==> src/rtl/ib_uart_tx_arb.sv <==
// Round-robin arbiter and framer between two byte sources and the UART transmitter.
// Status bytes go out behind PREFIX; meter bytes equal to PREFIX are sent doubled.
module ib_uart_tx_arb #(
   parameter logic [7:0] PREFIX = 8'h1B
) (
   input  logic       clk,
   input  logic       rst_n,
   input  logic [7:0] m_data,
   input  logic       m_valid,
   output logic       m_ack,
   input  logic [7:0] s_data,
   input  logic       s_valid,
   output logic       s_ack,
   output logic [7:0] tx_data,
   output logic       tx_valid,
   input  logic       tx_ack,
   output logic       s_err,
   output logic       busy
);

   localparam int unsigned DW = 8;

   typedef enum logic [2:0] {IDLE, TX1, GAP, TX2, DONE} state_t;

   state_t        state, state_nx;
   logic [DW-1:0] hold, hold_nx;
   logic [DW-1:0] tx_data_nx;
   logic          sel, sel_nx;            // 1 = status source
   logic          two, two_nx;
   logic          last_sel, last_sel_nx;  // 1 = status source
   logic          tx_valid_nx, m_ack_nx, s_ack_nx, s_err_nx;
   logic          grant_m, grant_s;

   // Under contention the source that was not served last wins
   assign grant_m = m_valid && (!s_valid || last_sel);
   assign grant_s = s_valid && (!m_valid || !last_sel);

   // Next-state and next-output logic
   always_comb begin
      state_nx    = state;
      hold_nx     = hold;
      sel_nx      = sel;
      two_nx      = two;
      last_sel_nx = last_sel;
      tx_data_nx  = tx_data;
      tx_valid_nx = 1'b0;
      m_ack_nx    = 1'b0;
      s_ack_nx    = 1'b0;
      s_err_nx    = s_err;

      case (state)
         IDLE: begin
            if (grant_m) begin
               hold_nx     = m_data;
               sel_nx      = 1'b0;
               last_sel_nx = 1'b0;
               two_nx      = (m_data == PREFIX);
               tx_data_nx  = m_data;
               tx_valid_nx = 1'b1;
               state_nx    = TX1;
            end else if (grant_s) begin
               hold_nx     = s_data;
               sel_nx      = 1'b1;
               last_sel_nx = 1'b1;
               if (s_data == PREFIX) begin
                  // Cannot be framed unambiguously: drop it but still acknowledge
                  s_err_nx = 1'b1;
                  s_ack_nx = 1'b1;
                  state_nx = DONE;
               end else begin
                  two_nx      = 1'b1;
                  tx_data_nx  = PREFIX;
                  tx_valid_nx = 1'b1;
                  state_nx    = TX1;
               end
            end
         end
         TX1: begin
            if (tx_ack) begin
               if (two) begin
                  tx_data_nx = hold;
                  state_nx   = GAP;
               end else begin
                  m_ack_nx = !sel;
                  s_ack_nx = sel;
                  state_nx = DONE;
               end
            end else begin
               tx_valid_nx = 1'b1;
            end
         end
         GAP: begin
            tx_valid_nx = 1'b1;
            state_nx    = TX2;
         end
         TX2: begin
            if (tx_ack) begin
               m_ack_nx = !sel;
               s_ack_nx = sel;
               state_nx = DONE;
            end else begin
               tx_valid_nx = 1'b1;
            end
         end
         DONE: state_nx = IDLE;
         default: state_nx = IDLE;
      endcase
   end

   always_ff @(posedge clk or negedge rst_n) begin
      if (!rst_n) begin
         state    <= IDLE;
         hold     <= '0;
         sel      <= 1'b0;
         two      <= 1'b0;
         last_sel <= 1'b1;
         tx_data  <= '0;
         tx_valid <= 1'b0;
         m_ack    <= 1'b0;
         s_ack    <= 1'b0;
         s_err    <= 1'b0;
         busy     <= 1'b0;
      end else begin
         state    <= state_nx;
         hold     <= hold_nx;
         sel      <= sel_nx;
         two      <= two_nx;
         last_sel <= last_sel_nx;
         tx_data  <= tx_data_nx;
         tx_valid <= tx_valid_nx;
         m_ack    <= m_ack_nx;
         s_ack    <= s_ack_nx;
         s_err    <= s_err_nx;
         busy     <= (state_nx != IDLE);
      end
   end

endmodule
==> config.mk <==
export PLATFORM = sky130hd
export DESIGN_NAME = ib_uart_tx_arb
export DESIGN_NICKNAME = d
export VERILOG_FILES = /design/src/rtl/ib_uart_tx_arb.sv
export SDC_FILE = /design/constraint.sdc
export NUM_CORES = 1
export LEC_CHECK = 0
export BUFFER_PORTS_ARGS = -buffer_cell sky130_fd_sc_hd__buf_2
export CAP_MARGIN = 20
export CORE_AREA = 4 4 78 80
export CTS_CLUSTER_SIZE = 12
export DETAILED_ROUTE_END_ITERATION = 10
export DIE_AREA = 0 0 82 84
export HOLD_SLACK_MARGIN = 0.03
export PLACE_DENSITY = 0.43
export SETUP_SLACK_MARGIN = 0.4
export SYNTH_ARGS = -nofsm -noshare
export SYNTH_HDL_FRONTEND = slang
export SYNTH_SLANG_ARGS = --single-unit
==> constraint.sdc <==
create_clock -name clk -period 1.8 [get_ports clk]
set_input_delay 0.18 -clock clk [delete_from_list [all_inputs] [get_ports clk]]
set_output_delay 0.18 -clock clk [all_outputs]
set_load 0.02 [all_outputs]
==> flow_metrics.tcl <==
set metrics [dict create \
    status "finished, final reports clean" \
    top_layer "met4" \
    met1Wirelength_um 1680 \
    syn_nets 142 \
    cap_violations 0 \
    netlist.area_leader.share_pct 49.9 \
    cts-buffers-inserted 3 \
    area_growth_pct 34.6 \
    first_iter_violations 29 \
    htreeDepth 1 \
    wl_per_cell_um 13.4 \
    via_per_inst 4.43 \
    hold_slack_ns 0.181 \
    final_cells 235 \
    grt_pass1_wl_um 5240 \
    dieArea_um2 6890 \
    worstSetupPathType "reg -> reg" \
    start_util_pct 24.1 \
    cp.arrival_ns 1.57 \
    timing.final.crit_share_pct 78.6 \
    slew_headroom_pct 60.1 \
    synth_seq_cells 27 \
    tritoncts "built" \
    crit_path_end_kind "register" \
    async_reset_ff_share_pct 100 \
    hpwlAfterDp_um 2510 \
    avgSynthCellArea_um2 10.8 \
    fmax_ghz 0.707 \
    slew_violations 0 \
    io_buffer_count 33 \
    synth_common_cells "dfrtp_1, nand2_1, mux2i_1" \
    route.detailed.drc 0 \
    setup_violations 0 \
    grt_remaining_overflow 0 \
    synth_most_common_cell "dfrtp_1" \
    rsz0062_at_grt "yes" \
    synth_edf_count 0 \
    antenna_left 0 \
    clkLatencyLatePin_ns 0.27 \
    finish.net_count 185 \
    dp.cells 226 \
    fin_setup_tns_ns 0 \
    wl_met3_um 174 \
    first_pass_iters 4 \
    core_um2 5410 \
    io_pins 34 \
    seq_area_frac_synth_pct 51.9 \
    grt_max_degree 28 \
    gp_congestion 0.747 \
    clock-sinks 27 \
    syn_area_um2 1300 \
    first_global_vias 1107 \
    ys_types 36 \
    crit_required_ns 1.95 \
    fp-row-count 27 \
    power.total_mw 2.78 \
    crit_path_start_kind "register" \
    p_leak_nw 0.869 \
    min_path_type "in -> reg" \
    power_density_nw_per_um2 1590 \
    hold_viol 0 \
    grt_usage_pct 9.56 \
    synth_top_flop_cell "dfrtp_1" \
    n_antenna_cell 0 \
    root_buffer "clkbuf_8" \
    synthCells 121 \
    period_needed_ns 1.41 \
    wl_um 3150 \
    placed_area_um2 1580 \
    die_x_um 82 \
    wl_met2_um 1280 \
    path_clk_slew_ns 0.09 \
    synth_top_area_cell "dfrtp_1" \
    rrSetupSlack_ns 0.39 \
    vias 1042 \
    reg_top3 "hold (8), tx_data (8), state (3)" \
    drive_gt1_share_pct 44.2 \
    yosysWarnings 0 \
    skew_ns 0.00415 \
    cts_buffer_depth 2 \
    die_h_um 84 \
    antenna_found_initial 0 \
    synth.top_cells.by_area "dfrtp_1, mux2i_1, mux2_4, nand2_1, a22oi_1" \
    critPathMaxFanout 7 \
    worstMarginPinSlew_ns 0.599 \
    ir_worst_vdd_mv 0.701 \
    finish.instance_area_um2 1760 \
]
==> repair_timing <==
action / in CTS / in global routing
endpoints found under the hold margin: 26 / 0
setup buffers: 1 / 3
resized for setup: 11 / 8
hold buffers: 1 / 0
pin swaps: 2 / 2
endpoints found under the setup margin: 14 / 25
==> critical path, cell delays in order (launching register included) <==
cell and delay, ns:
dfrtp_2 0.47, nand2_2 0.10, o22ai_2 0.16, o311a_4 0.27, mux2_4 0.31
==> kinds of logic (layout without fill, tap and decap cells) <==
group / Yosys count / count (layout) / synth area share [%]
multiplexers: 14 / 14 / 12.3
AO/OA/AOI/OAI: 28 / 28 / 14.8
buffers and inverters: 14 / 56 / 4.70
AND/OR/NAND/NOR: 38 / 38 / 16.3
flip-flops: 27 / 27 / 51.9
==> final timing paths <==
kind	from	end	cells past startpoint
worst min-delay path	s_data[2]	hold[2]	3
worst max-delay path	state[0]	tx_data[6]	4
min in group asynchronous	rst_n	tx_valid	2
worst min register to register	s_err	s_err	1
worst max register to register	state[0]	tx_data[6]	4
max in group asynchronous	rst_n	state[2]	2
==> cells in the final DEF (no fill, tap or decap), types with 3 or more instances in the layout <==
| cell type | count |
|---|---|
| dfrtp_2 | 3 |
| o21ai_0 | 3 |
| a22oi_1 | 5 |
| nor2_1 | 3 |
| dfrtp_1 | 23 |
| a21o_1 | 3 |
| o22ai_2 | 4 |
| clkbuf_8 | 3 |
| buf_2 | 33 |
| inv_1 | 8 |
| a22o_1 | 4 |
| buf_4 | 8 |
| mux2i_1 | 10 |
| nand2_1 | 14 |
| mux2_4 | 4 |
| o21ai_1 | 4 |
==> stage by stage <==
stage | util (%) | setup WS, ns
finish | 32.5 | 0.386
global route | 32.5 | 0.316
CTS | 31.3 | 0.366
detailed placement | 29.3 | 0.135
global placement | 29.3 | 0.181
floorplan | - | 0.276
==> final cells by class <==
type                       count  area (um^2)
fill                         572         3650
sequential                    27          681
multi-input combinational     80          659
timing repair buffer          43          246
tap                           72         90.1
clock buffer                   4         45.0
inverter                       9         33.8
==> power breakdown <==
part           leakage (nW)  internal [mW]  switching [mW]
sequential            0.324          0.879           0.193
combinational         0.522          0.671           0.709
clock                0.0228          0.158           0.171
total                 0.869           1.71            1.07
==> per-layer routing <==
| layer | GRT usage [%] | up-vias |
|---|---|---|
| met5 | 0 | - |
| met4 | 2.27 | 0 |
| met3 | 2.16 | 2 |
| met2 | 13.2 | 34 |
| met1 | 14.8 | 491 |
| li1 | - | 515 |
Note: power is estimated with default switching activity, not from simulation.
